$ cat config.mk
export PLATFORM = sky130hd
export DESIGN_NAME = if_fetch_ctrl
export DESIGN_NICKNAME = d
export VERILOG_FILES = /design/src/rtl/if_fetch_ctrl.sv
export SDC_FILE = /design/constraint.sdc
export NUM_CORES = 1
export LEC_CHECK = 0
export CAP_MARGIN = 25
export CORE_MARGIN = 3
export CORE_UTILIZATION = 44
export DETAILED_ROUTE_END_ITERATION = 12
export GPL_ROUTABILITY_DRIVEN = 0
export PLACE_DENSITY_LB_ADDON = 0.2
export SLEW_MARGIN = 20
export SYNTH_ARGS = -nofsm -noshare
export SYNTH_HDL_FRONTEND = slang
export SYNTH_SLANG_ARGS = --single-unit
$ cat constraint.sdc
create_clock -name aclk -period 2.15 [get_ports aclk]
set_input_delay 0.215 -clock aclk [delete_from_list [all_inputs] [get_ports aclk]]
set_output_delay 0.215 -clock aclk [all_outputs]
set_load 0.03 [all_outputs]
$ cat src/rtl/if_fetch_ctrl.sv
// Instruction-fetch controller: drives the SRAM-like fetch bus, holds one instruction for ID and
// drops responses of cancelled requests. Define IF_ADEF_CHECK_EN to trap misaligned fetch PCs.
module if_fetch_ctrl #(
    parameter logic [31:0] PC_RESET    = 32'h1C00_0000,
    parameter int          MAX_DISCARD = 3
) (
    input  logic        aclk,
    input  logic        reset,
    output logic        inst_req,
    output logic [31:0] inst_addr,
    input  logic        inst_addr_ok,
    input  logic        inst_data_ok,
    input  logic [31:0] inst_rdata,
    input  logic        if_flush,
    input  logic [31:0] flush_pc,
    input  logic        br_taken,
    input  logic [31:0] br_target,
    input  logic        id_allow_in,
    output logic        if_valid_out,
    output logic [31:0] if_pc,
    output logic [31:0] if_inst,
    output logic        if_ready_go,
    output logic        error_inst_in_if
`ifdef IF_ADEF_CHECK_EN
    ,
    output logic        if_adef
`endif
);

    localparam int CW = $clog2(MAX_DISCARD + 1);

    typedef enum logic [1:0] {IDLE, REQ, WAIT} state_t;

    state_t        state_reg;
    logic [31:0]   fetch_pc_reg;
    logic [31:0]   req_pc_reg;
    logic [31:0]   redir_pc_reg;
    logic [CW-1:0] discard_cnt_reg;
    logic [CW-1:0] discard_cnt_next;
    logic          redirect_pending_reg;
    logic          req_hold_reg;
    logic          if_valid_reg;
    logic [31:0]   if_pc_reg;
    logic [31:0]   if_inst_reg;

    logic          redirect;
    logic [31:0]   redirect_pc;
    logic          consume;
    logic          stale_ok;
    logic          live_ok;
    logic          cnt_full;
    logic          misaligned;
    logic          can_issue;
    logic          accept;
    logic          cancel_live;
    logic          cancel_issue;

`ifdef IF_ADEF_CHECK_EN
    logic          adef_done_reg;
    logic          if_adef_reg;

    assign misaligned = |fetch_pc_reg[1:0];
    assign inst_addr  = fetch_pc_reg;
    assign if_adef    = if_adef_reg;
`else
    assign misaligned = 1'b0;
    assign inst_addr  = {fetch_pc_reg[31:2], 2'b00};
`endif

    assign redirect    = if_flush | br_taken;
    assign redirect_pc = if_flush ? flush_pc : br_target;
    assign consume     = if_valid_reg & id_allow_in;
    assign stale_ok    = inst_data_ok & (discard_cnt_reg != '0);
    assign live_ok     = inst_data_ok & (discard_cnt_reg == '0) & (state_reg == WAIT) & ~if_valid_reg;
    assign cnt_full    = (discard_cnt_reg == CW'(MAX_DISCARD));

    // A new request only goes out if its response is guaranteed a free buffer slot;
    // once raised it is held until accepted regardless of the buffer or redirects.
    assign can_issue = ~cnt_full & ~misaligned & (~if_valid_reg | id_allow_in);
    assign inst_req  = (state_reg == REQ) & (req_hold_reg | can_issue);
    assign accept    = inst_req & inst_addr_ok;

    // In WAIT with an empty buffer the live request is still in flight unless it returns now.
    assign cancel_live      = redirect & (state_reg == WAIT) & ~if_valid_reg & ~live_ok;
    assign cancel_issue     = accept & (redirect | redirect_pending_reg);
    assign discard_cnt_next = discard_cnt_reg - CW'(stale_ok) + CW'(cancel_live | cancel_issue);

    assign if_valid_out     = if_valid_reg;
    assign if_pc            = if_pc_reg;
    assign if_inst          = if_inst_reg;
    assign if_ready_go      = if_valid_reg;
    assign error_inst_in_if = (state_reg == WAIT) | ((state_reg == REQ) & inst_addr_ok) | if_valid_reg;

    always_ff @(posedge aclk) begin
        if (reset) begin
            state_reg            <= IDLE;
            fetch_pc_reg         <= PC_RESET;
            req_pc_reg           <= PC_RESET;
            redir_pc_reg         <= PC_RESET;
            discard_cnt_reg      <= '0;
            redirect_pending_reg <= 1'b0;
            req_hold_reg         <= 1'b0;
            if_valid_reg         <= 1'b0;
            if_pc_reg            <= '0;
            if_inst_reg          <= '0;
`ifdef IF_ADEF_CHECK_EN
            adef_done_reg        <= 1'b0;
            if_adef_reg          <= 1'b0;
`endif
        end else begin
            discard_cnt_reg <= discard_cnt_next;
            if (consume)
                if_valid_reg <= 1'b0;
`ifdef IF_ADEF_CHECK_EN
            if (consume)
                if_adef_reg <= 1'b0;
            if (redirect) begin
                adef_done_reg <= 1'b0;
                if_adef_reg   <= 1'b0;
            end
`endif
            case (state_reg)
                IDLE: begin
                    state_reg <= REQ;
                    if (redirect)
                        fetch_pc_reg <= redirect_pc;
                end
                REQ: begin
                    req_hold_reg <= inst_req & ~inst_addr_ok;
                    if (redirect)
                        if_valid_reg <= 1'b0;
                    if (accept) begin
                        redirect_pending_reg <= 1'b0;
                        if (redirect)
                            fetch_pc_reg <= redirect_pc;
                        else if (redirect_pending_reg)
                            fetch_pc_reg <= redir_pc_reg;
                        else begin
                            req_pc_reg   <= fetch_pc_reg;
                            fetch_pc_reg <= fetch_pc_reg + 32'd4;
                            state_reg    <= WAIT;
                        end
                    end else if (redirect) begin
                        // A raised request must stay unchanged; remember the target instead.
                        if (inst_req) begin
                            redirect_pending_reg <= 1'b1;
                            redir_pc_reg         <= redirect_pc;
                        end else begin
                            fetch_pc_reg <= redirect_pc;
                        end
                    end
`ifdef IF_ADEF_CHECK_EN
                    else if (misaligned & ~adef_done_reg) begin
                        if_valid_reg  <= 1'b1;
                        if_pc_reg     <= fetch_pc_reg;
                        if_inst_reg   <= '0;
                        if_adef_reg   <= 1'b1;
                        adef_done_reg <= 1'b1;
                    end
`endif
                end
                WAIT: begin
                    if (redirect) begin
                        fetch_pc_reg <= redirect_pc;
                        if_valid_reg <= 1'b0;
                        state_reg    <= REQ;
                    end else if (live_ok) begin
                        if_valid_reg <= 1'b1;
                        if_pc_reg    <= req_pc_reg;
                        if_inst_reg  <= inst_rdata;
                        if (id_allow_in)
                            state_reg <= REQ;
                    end else if (consume) begin
                        state_reg <= REQ;
                    end
                end
                default: state_reg <= IDLE;
            endcase
        end
    end

endmodule
==> results of run 1 <==
critical path, delay by kind of cell (launching register included):
kind	cells	cell delay (ns)
buffers and inverters	4	0.54
AOI/OAI and AO/OA	1	0.16
and+or+nand+nor	5	0.70
DFF	1	0.37
adders and majority gates	1	0.17
power groups by stage:
stage	combinational (mW)	clock, mW	sequential (mW)
floorplan	2.07	0	3.79
detailed placement	3.32	0	3.80
global placement	3.29	0	3.79
CTS	3.34	3.52	3.73
finish	3.41	3.46	3.75
global route	3.69	3.66	3.79
how the worst min path moves through the flow:
stage,to,startpoint,slack (ns)
final,req_hold_reg,reset,0.29
after floorplan,if_inst[0],inst_rdata[0],0.35
after global placement,if_pc[9],req_pc_reg[9],0.44
after CTS,if_ready_go,reset,0.28
after global routing,req_hold_reg,reset,0.31
after detailed placement,if_pc[12],req_pc_reg[12],0.44
cell type report:
cell class                 instances  area [µm²]
clock buffer                      20         447
clock inverter                    11         221
fill                            1529        6310
inverter                          11        41.3
multi-input combinational        710        3910
sequential                       167        3350
tap                              225         282
timing repair buffer             282        2740
synth_stat cells (6+ instances only):
cell | n | area (µm²)
nor2_1 | 82 | 308
or3_1 | 6 | 37.5
nand2_1 | 226 | 848
nor3_1 | 23 | 115
nand4_1 | 16 | 100
nand3_1 | 12 | 60.1
and3_1 | 6 | 37.5
dfxtp_1 | 167 | 3340
o21ai_0 | 30 | 150
xnor2_1 | 9 | 78.8
a211oi_1 | 47 | 353
nor4_1 | 6 | 37.5
nand2b_1 | 11 | 68.8
xor2_1 | 6 | 52.6
inv_1 | 11 | 41.3
buf_4 | 35 | 263
clkbuf_1 | 54 | 203
buf_2 | 15 | 75.1
a21oi_1 | 121 | 606
mux2i_1 | 37 | 370
ha_1 | 8 | 100
stage by stage:
step	instances	total power [mW]	hold slack (ns)	setup TNS [ns]
after floorplan	997	5.86	0.351	0
after global routing	1426	11.1	0.306	-0.131
after detailed placement	1389	7.12	0.442	-3.15
after global placement	1389	7.07	0.438	-1.03
after CTS	1420	10.6	0.278	-0.0224
final	1426	10.6	0.289	0
cell families after synthesis:
| kind of cell | after synthesis | share of synthesized area (%) |
|---|---|---|
| and+or+nand+nor | 414 | 23.2 |
| AOI/OAI and AO/OA | 230 | 17.7 |
| DFF | 167 | 42.9 |
| buffers and inverters | 120 | 7.83 |
| muxes | 41 | 5.33 |
| xor gates and xnor gates | 15 | 1.69 |
| adders and majority gates | 8 | 1.28 |
| other | 1 | 0.0481 |
repair_timing:
item | 4_1_cts | 5_1_grt
pin swaps | 0 | 8
endpoints found under the setup margin | 18 | 60
setup buffers | 0 | 6
resized for setup | 5 | 18
per-layer routing:
| metal | vias to the layer above | GRT usage (%) | share of wire [%] |
|---|---|---|---|
| li1 | 3771 | - | - |
| met1 | 3438 | 30.2 | 46 |
| met2 | 270 | 34.6 | 46 |
| met3 | 30 | 4.59 | 6.1 |
| met4 | 0 | 6.90 | 1.8 |
| met5 | - | 0 | 0 |
==> metrics.md, run 1 <==
| Metric | Value |
|---|---|
| I/O pins | 203 |
| Outcome | finished, final reports clean |
| First-pass GRT wire length | 35.2 mm |
| Crit path launch | state_reg[1] |
| Crit start category | flip-flop |
| Final Setup Violations | 0 |
| Pint | 7.17 mW |
| Highest fanout seen on the critical path | 8 |
| Sw Share | 32.4% |
| Initial antenna violation count | 0 |
| Hold path depth | 2 |
| Worst r2r src | state_reg[1] |
| Antenna Nets Post-Route | 0 |
| Placeable Area | 17300 µm² |
| Largest stage delay, worst path | 0.37 ns |
| Sequential area share after synthesis | 42.9% |
| Final max-slew violation count | 0 |
| Logic gate share of total power | 32.1% |
| FF-to-FF setup slack | 0.06 ns |
| CP required | 2.43 ns |
| Final nets | 1300 |
| CP Data Arrival Time | 2.37 ns |
| Final instance area | 11000 µm² |
| Core Util, Final | 63.5% |
| PwrDens | 966 nW/µm² |
| Yosys cell types | 54 |
| Initial Utilization | 45.1% |
| Die height | 139 µm |
| Achievable Freq | 479 MHz |
| R2r worst-path depth | 11 |
| Avg Synthesized Cell Area | 7.83 µm² |
| Tightest Pin Transition | 0.623 ns |
| Netlist area before placement | 7790 µm² |
| Worst setup path endpoint | fetch_pc_reg[18] |
| P_sw | 3.44 mW |
| Clock skew | 0.0100 ns |
| First-pass iteration count of the detailed router | 5 |
| Post-synth top flop | dfxtp_1 |
| Synth async-reset ratio | 0% |
| Grt ovf | 0 |
| Critical Path Slowest Stage Cell | dfxtp_2 |
| Count of input and output buffers | 200 |
| Number of synthesized flops with an enable pin | 0 |
| Critical Path Sink Type | flip-flop |
| Clock Sinks | 167 |
| Via count | 7509 |
| Rows | 48 |
| Final Hold Viols | 0 |
| Clk Latency, worst-skew pair | 0.42 ns |
| Worst R2R End | fetch_pc_reg[18] |
| Mapped Cells | 996 |
| Synth warnings | 0 |
| Root Driver | clkbuf_16 |
| Yosys reg bits | 167 |
| Die area | 19300 µm² |
| Clock Pin Slew Worst Setup and Hold Paths | 0.06 ns |
| Worst slack, placed | -0.181 ns |
| Starting DRC count in detailed routing | 427 |
| Gr usage total | 21.9% |
| Diode count | 0 |
| Critical Path, Cell by Cell | inv_2 -> ha_1 -> nor2_1 -> nand4_1 -> buf_4 -> nor3_1 -> buf_4 -> buf_12 -> or2b_1 -> a21oi_1 -> nor3_1 |
| H-Tree Depth | 4 |
| Max_slew headroom | 58.5% |
| Avg WL per Cell | 15.5 µm |
| VDD IR max | 0.000563 V |
| Num CTS Buffers | 17 |
| Setup ws final | 0.0612 ns |
| Most frequent cells in the layout | 225 x nand2_1, 196 x clkdlybuf4s50_1, 162 x dfxtp_1, 121 x a21oi_1, 80 x nor2_1 |
| Most common cell after layout, fill and taps aside | nand2_1 |
| Final period utilization | 97.2% |
| Final WL | 22.1 mm |
| Area grow syn2layout | 41.0% |
| Fraction of layout cells with a size suffix above 1 | 12.2% |
| Pin count of the biggest net entering global routing | 66 |
| DRC viols | 0 |
| CTS Hold Bufs | 0 |
| Die Wd | 139 µm |
| DP HPWL | 15.5 mm |
| Max clock buf depth | 2 |
| Lkg Pwr | 3.97 nW |
| Max Cap Viol | 0 |
| Class of the worst hold path | in -> reg |
| Tmin final | 2.09 ns |
| Placed Area | 10200 µm² |
| Clock power share | 32.6% |
| Via density | 5.27 |
| Vias in the first global route | 6805 |
| Setup CP Type | reg -> reg |
| CTS tree | yes |
| Seq pwr share | 35.3% |
No activity file was read; power rests on OpenSTA's default activity.
==> inputs of run 2 (changes only) <==
CORE_UTILIZATION = 50   (was 44)
DONT_BUFFER_PORTS = 1   (was default)
==> run 2 against run 1 <==
  * Cell area fell by 20%
  * Largest cell class unchanged
  * Highest routed layer unchanged
  * Cell count fell by 17%
  * Clock skew barely moved
  * Register-to-register slack improved by 0.04 ns
  * The run now ends with negative hold slack left
  * Setup slack improved by 0.040 ns
  * Largest power group unchanged
==> metrics.md, run 2 (synthesis gave the netlist of run 1 again) <==
| Metric | Value |
|---|---|
| Most frequent cells in the layout | 225 x nand2_1, 164 x dfxtp_1, 119 x a21oi_1, 79 x nor2_1, 59 x buf_4 |
| Clock skew | 0.00997 ns (-0.0000491 ns) |
| Placed Area | 8020 µm² (-21%) |
| First-pass iteration count of the detailed router | 5 (unchanged) |
| Clock power share | 30.8% (-1.8 points) |
| Worst slack, placed | 0.00874 ns (+0.189 ns) |
| Die Wd | 131 µm (-5.9%) |
| Largest stage delay, worst path | 0.37 ns (about the same) |
| Starting DRC count in detailed routing | 476 (+11%) |
| Gr usage total | 22.9% (+0.95 points) |
| Setup ws final | 0.102 ns (+0.0405 ns) |
| Area grow syn2layout | 13.3% |
| Diode count | 0 (unchanged) |
| Highest fanout seen on the critical path | 3 (-5) |
| Count of input and output buffers | 0 (-100%) |
| Via density | 5.63 (+7.0%) |
| Crit path top cell by count | ha_1 |
| Final period utilization | 95.3% (-1.9 points) |
| Final nets | 1092 (-16%) |
| Vias in the first global route | 5893 (-13%) |
| Pin count of the biggest net entering global routing | 171 (+160%) |
| GR peak layer | met2 |
| Initial Utilization | 51.3% (+6.2 points) |
| Logic gate share of total power | 29.7% (-2.4 points) |
| Lkg Pwr | 3.14 nW (-21%) |
| Avg WL per Cell | 17.5 µm (+13%) |
| I/O pins | 203 (unchanged) |
| Crit start category | flip-flop |
| Critical Path Slowest Stage Cell | dfxtp_4 |
| M3 GR Usage | 6.71% (+2.1 points) |
| Via count | 6658 (-11%) |
| Num CTS Buffers | 17 (unchanged) |
| Failing checks | negative hold slack |
| Core Util, Final | 58.1% (-5.5 points) |
| CTS tree | yes |
| Most common cell after layout, fill and taps aside | nand2_1 |
| Total Neg Setup Slack | 0 ns (unchanged) |
| CP Data Arrival Time | 2.37 ns (about the same) |
| Sw Share | 35.6% (+3.2 points) |
| VDD IR max | 0.000726 V (+29%) |
| Pwr Total | 9.59 mW (-9.7%) |
| Pint | 6.17 mW (-14%) |
| Achievable Freq | 488 MHz (+2.0%) |
| Met2 Use GR | 34.6% (about the same) |
| Final Hold Viols | 160 (+160) |
| Final Setup Violations | 0 (unchanged) |
| Tightest Pin Transition | 0.467 ns (-0.156 ns) |
| Clk Latency, worst-skew pair | 0.43 ns (about the same) |
| Grt ovf | 0 (unchanged) |
| Tmin final | 2.05 ns (-0.0405 ns) |
| Cell family with most CP delay | adder cells |
| First-pass GRT wire length | 30.9 mm (-12%) |
| CP required | 2.48 ns (+0.05 ns) |
| Root Driver | clkbuf_16 |
| Die area | 17100 µm² (-11%) |
| Non-filler cells, final | 1182 (-17%) |
| H-Tree Depth | 4 (unchanged) |
| Critical Path, Cell by Cell | inv_2 -> ha_4 -> and2_4 -> a21o_1 -> o21a_1 -> ha_1 -> inv_1 -> ha_1 -> xor2_1 -> xnor2_1 -> nor2_1 |
| Max_slew headroom | 68.0% (+9.5 points) |
| Initial antenna violation count | 0 (unchanged) |
| Met1 usage | 32.0% (+1.8 points) |
| Antenna Nets Post-Route | 0 (unchanged) |
| DP HPWL | 13.7 mm (-11%) |
| Placed Cells incl. Taps | 1137 (-18%) |
| Max clock buf depth | 2 (unchanged) |
| Fraction of layout cells with a size suffix above 1 | 13.6% (+1.4 points) |
| PwrDens | 1090 nW/µm² (+12%) |
| Final WL | 20.7 mm (-6.1%) |
| Clock Pin Slew Worst Setup and Hold Paths | 0.07 ns (about the same) |
| Clock Sinks | 167 (unchanged) |
| Placeable Area | 15200 µm² (-12%) |
| Rows | 45 (-6.3%) |
| Fin Hold WS | -0.143 ns (-0.432 ns) |
| DRC viols | 0 (unchanged) |
| Seq pwr share | 39.4% (+4.1 points) |
| Final max-slew violation count | 0 (unchanged) |
| FF-to-FF setup slack | 0.10 ns (+0.04 ns) |
| Critical Path Sink Type | flip-flop |
| Worst Path Buf+Inv | 2 (-2) |
| Outcome | complete, but fails checks |
| P_sw | 3.42 mW (-0.81%) |
| Die height | 131 µm (-5.9%) |
| Class of the worst hold path | in -> reg |
| Setup CP Type | reg -> reg |
| Final instance area | 8830 µm² (-20%) |
| Max Cap Viol | 0 (unchanged) |
-- run 2: cell count changes in the layout (fill, tap and decap cells not counted), sizes merged --
cell           previous run  this run
clkinv                    3         4
buf                      84        68
bufinv                    6         1
clkdlybuf4s50           196         0
clkbuf                   21        20
inv                      12        18
clkdlybuf4s15             1         0
dlygate4sd3               0         5
-- run 2: what timing repair did --
| item | in CTS | in global routing |
|---|---|---|
| setup buffers | 0 | 7 |
| gates resized for setup | 0 | 26 |
| endpoints found under the hold margin | 167 | 162 |
| hold buffers | 4 | 1 |
| setup endpoints to repair | 0 | 24 |
-- run 2: layer usage --
metal	wire length, µm	share of wire [%]	vias to the layer above
li1	-	-	3355
met1	9280	45	3031
met2	9380	45	253
met3	1710	8.2	19
met4	340	1.6	0
met5	0	0	-
-- run 2: final timing paths --
path / startpoint / depth (start not counted) / to
setup / recovery: state_reg[0] / 11 / discard_cnt_reg[1]
hold / removal: reset / 1 / state_reg[0]
setup reg to reg: state_reg[0] / 11 / discard_cnt_reg[1]
hold reg to reg: req_pc_reg[1] / 2 / if_pc[1]
-- run 2: worst register-to-register path, stage by stage, from the launching register on --
cell     delay (ns)
dfxtp_4        0.37
inv_2          0.05
ha_4           0.16
and2_4         0.14
a21o_1         0.18
o21a_1         0.19
ha_1           0.27
inv_1          0.04
ha_1           0.17
xor2_1         0.17
xnor2_1        0.16
nor2_1         0.05
-- run 2: power groups by stage --
stage | Clock, mW | Combinational, mW | Sequential [mW]
floorplan | 0 | 2.07 | 3.79
global placement | 0 | 2.71 | 3.81
detailed placement | 0 | 2.72 | 3.81
CTS | 3.01 | 2.75 | 3.75
global route | 3.15 | 3.11 | 3.83
finish | 2.96 | 2.85 | 3.78
-- run 2: final cells by class --
| class | count | area, µm² |
|---|---|---|
| repair buffers | 74 | 689 |
| flip-flops and latches | 167 | 3350 |
| multi-input cells | 710 | 3940 |
| inverters | 11 | 41.3 |
| clock inverters | 13 | 133 |
| fillers | 1416 | 6370 |
| well taps | 188 | 235 |
| clock buffers | 19 | 433 |
==> inputs of run 3 (changes only) <==
CTS_BUF_LIST = sky130_fd_sc_hd__clkbuf_8   (was default)
GPL_TIMING_DRIVEN = 0   (was default)
==> run 3 against run 2 <==
  * The flow now finishes without violations
  * Combinational power rose by 7.0%
  * Clock skew rose by 0.0063 ns
  * Cell count rose by 7.4%
  * Sequential cell count did not move
  * Cell area rose by 4.2%
  * Critical path depth rose by 1
  * Global-route usage rose by 3.9 points
  * Utilization rose by 2.4 points
  * Setup slack got worse by 0.095 ns
  * Sequential power rose by 4%
  * Largest cell class unchanged
==> metrics.md, run 3 (synthesis gave the netlist of run 1 again) <==
| Metric | Value |
|---|---|
| Fraction of layout cells with a size suffix above 1 | 15.5% (+2.0 points) |
| Num CTS Buffers | 17 (unchanged) |
| Grt ovf | 0 (unchanged) |
| First-pass iteration count of the detailed router | 6 (+1) |
| Clk Latency, worst-skew pair | 0.46 ns (+0.03 ns) |
| Final nets | 1180 (+8.1%) |
| Final Hold Viols | 0 (-100%) |
| CP required | 2.48 ns (about the same) |
| PwrDens | 998 nW/µm² (-8.1%) |
| H-Tree Depth | 4 (unchanged) |
| Clock skew | 0.0162 ns (+0.00628 ns) |
| DRC viols | 0 (unchanged) |
| Initial antenna violation count | 0 (unchanged) |
| Fillers | 1406 (-0.71%) |
| Most frequent cells in the layout | 226 x nand2_1, 155 x dfxtp_1, 119 x a21oi_1, 78 x nor2_1, 52 x buf_4 |
| Worst slack, placed | -0.787 ns (-0.796 ns) |
| Via count | 7305 (+9.7%) |
| Antenna Nets Post-Route | 0 (unchanged) |
| Gr usage total | 26.7% (+3.9 points) |
| Outcome | finished, final reports clean |
| Max clock buf depth | 2 (unchanged) |
| Tmin final | 2.14 ns (+0.0954 ns) |
| Core Util, Final | 60.5% (+2.4 points) |
| FF-to-FF setup slack | 0.006 ns (-0.10 ns) |
| Highest fanout seen on the critical path | 6 (+3) |
| Pwr Total | 9.18 mW (-4.2%) |
| Diode count | 0 (unchanged) |
| Area grow syn2layout | 18.0% |
| Clock Sinks | 167 (unchanged) |
| Die Wd | 131 µm (unchanged) |
| Max_slew headroom | 36.1% (-32 points) |
| Via density | 5.76 (+2.2%) |
| VDD IR max | 0.000543 V (-25%) |
| Setup CP Type | reg -> reg |
| Final max-slew violation count | 0 (unchanged) |
| Tightest Pin Transition | 0.959 ns (+0.492 ns) |
| Starting DRC count in detailed routing | 694 (+46%) |
| Critical Path Sink Type | flip-flop |
| Count of input and output buffers | 0 (unchanged) |
| Most common cell after layout, fill and taps aside | nand2_1 |
| I/O pins | 203 (unchanged) |
| Placeable Area | 15200 µm² (unchanged) |
| Clock Pin Slew Worst Setup and Hold Paths | 0.09 ns (+0.02 ns) |
| Placed Area | 8030 µm² (+0.22%) |
| Root Driver | clkbuf_8 |
| Achievable Freq | 466 MHz (-4.5%) |
| Final period utilization | 99.7% (+4.4 points) |
| Pin count of the biggest net entering global routing | 17 (-90%) |
| Vias in the first global route | 6404 (+8.7%) |
| Final Setup Violations | 0 (unchanged) |
| Avg WL per Cell | 19.0 µm (+8.5%) |
| Die area | 17100 µm² (unchanged) |
| First-pass GRT wire length | 35.0 mm (+13%) |
| CTS tree | yes |
| Die height | 131 µm (unchanged) |
| Area of the multi-input gates | 4050 µm² (+2.7%) |
| Max Cap Viol | 0 (unchanged) |
| Class of the worst hold path | in -> reg |
| Crit start category | flip-flop |
| Final instance area | 9200 µm² (+4.2%) |
| Final WL | 24.1 mm (+16%) |
| Fin Hold WS | 0.0512 ns (+0.194 ns) |
| Initial Utilization | 51.3% (unchanged) |
| CP Data Arrival Time | 2.48 ns (+0.11 ns) |
| DP HPWL | 16.9 mm (+23%) |
| RSZ-0062 raised after global routing | yes |
| Lkg Pwr | 3.31 nW (+5.4%) |
| Setup ws final | 0.00625 ns (-0.0954 ns) |
| Rows | 45 (unchanged) |
| Storage cell area | 3370 µm² (+0.56%) |
run 3: cell type report:
type	count	area share (%)
well taps	188	2.56
plain buffers	107	6.54
clock buffers	19	2.84
inverters	11	0.476
clock inverters	12	1.27
multi-input cells	710	44.1
repair buffers	55	5.61
flip-flops and latches	167	36.7
run 3: critical path, cell delays in order (launching register included):
cell	delay [ns]
dfxtp_4	0.36
buf_6	0.13
ha_4	0.16
buf_6	0.12
nand4_1	0.15
buf_4	0.17
nor3_4	0.05
buf_4	0.14
buf_6	0.12
nor4_4	0.27
buf_6	0.17
nand2b_4	0.13
a21oi_2	0.05
run 3: final timing paths:
check / from / end / depth (start not counted)
hold reg to reg: req_pc_reg[14] / if_pc[14] / 2
hold / removal: br_target[11] / redir_pc_reg[11] / 2
setup / recovery: state_reg[0] / fetch_pc_reg[1] / 12
setup reg to reg: state_reg[0] / fetch_pc_reg[1] / 12
run 3: routing by layer:
metal  GRT usage [%]  vias up  routed length (µm)
met1            35.1     3334                9950
met2            43.4      379               11300
met4            9.26        0                 677
met5               0        -                   0
met3            6.10       61                2240
li1                -     3531                   -
run 3: where the power goes:
| part | leakage (nW) | switching (mW) | internal [mW] |
|---|---|---|---|
| Combinational | 1.75 | 1.89 | 1.16 |
| Sequential | 1.36 | 0.479 | 3.47 |
| Clock | 0.196 | 1.19 | 0.990 |
| Total | 3.31 | 3.56 | 5.62 |
run 3: what timing repair did:
item	CTS	global route
hold endpoints to repair	33	0
endpoints found under the setup margin	126	117
gates resized for setup	46	50
hold buffers	33	0
cloned	1	1
buffers inserted	11	9
pin swaps	7	17
run 3: through the flow:
stage          TNS [ns]  std cells
4_1_cts               0       1260
5_1_grt          -0.130       1269
3_3_place_gp     -44.81       1185
2_1_floorplan         0        997
3_5_place_dp     -47.62       1185
6_report              0       1269
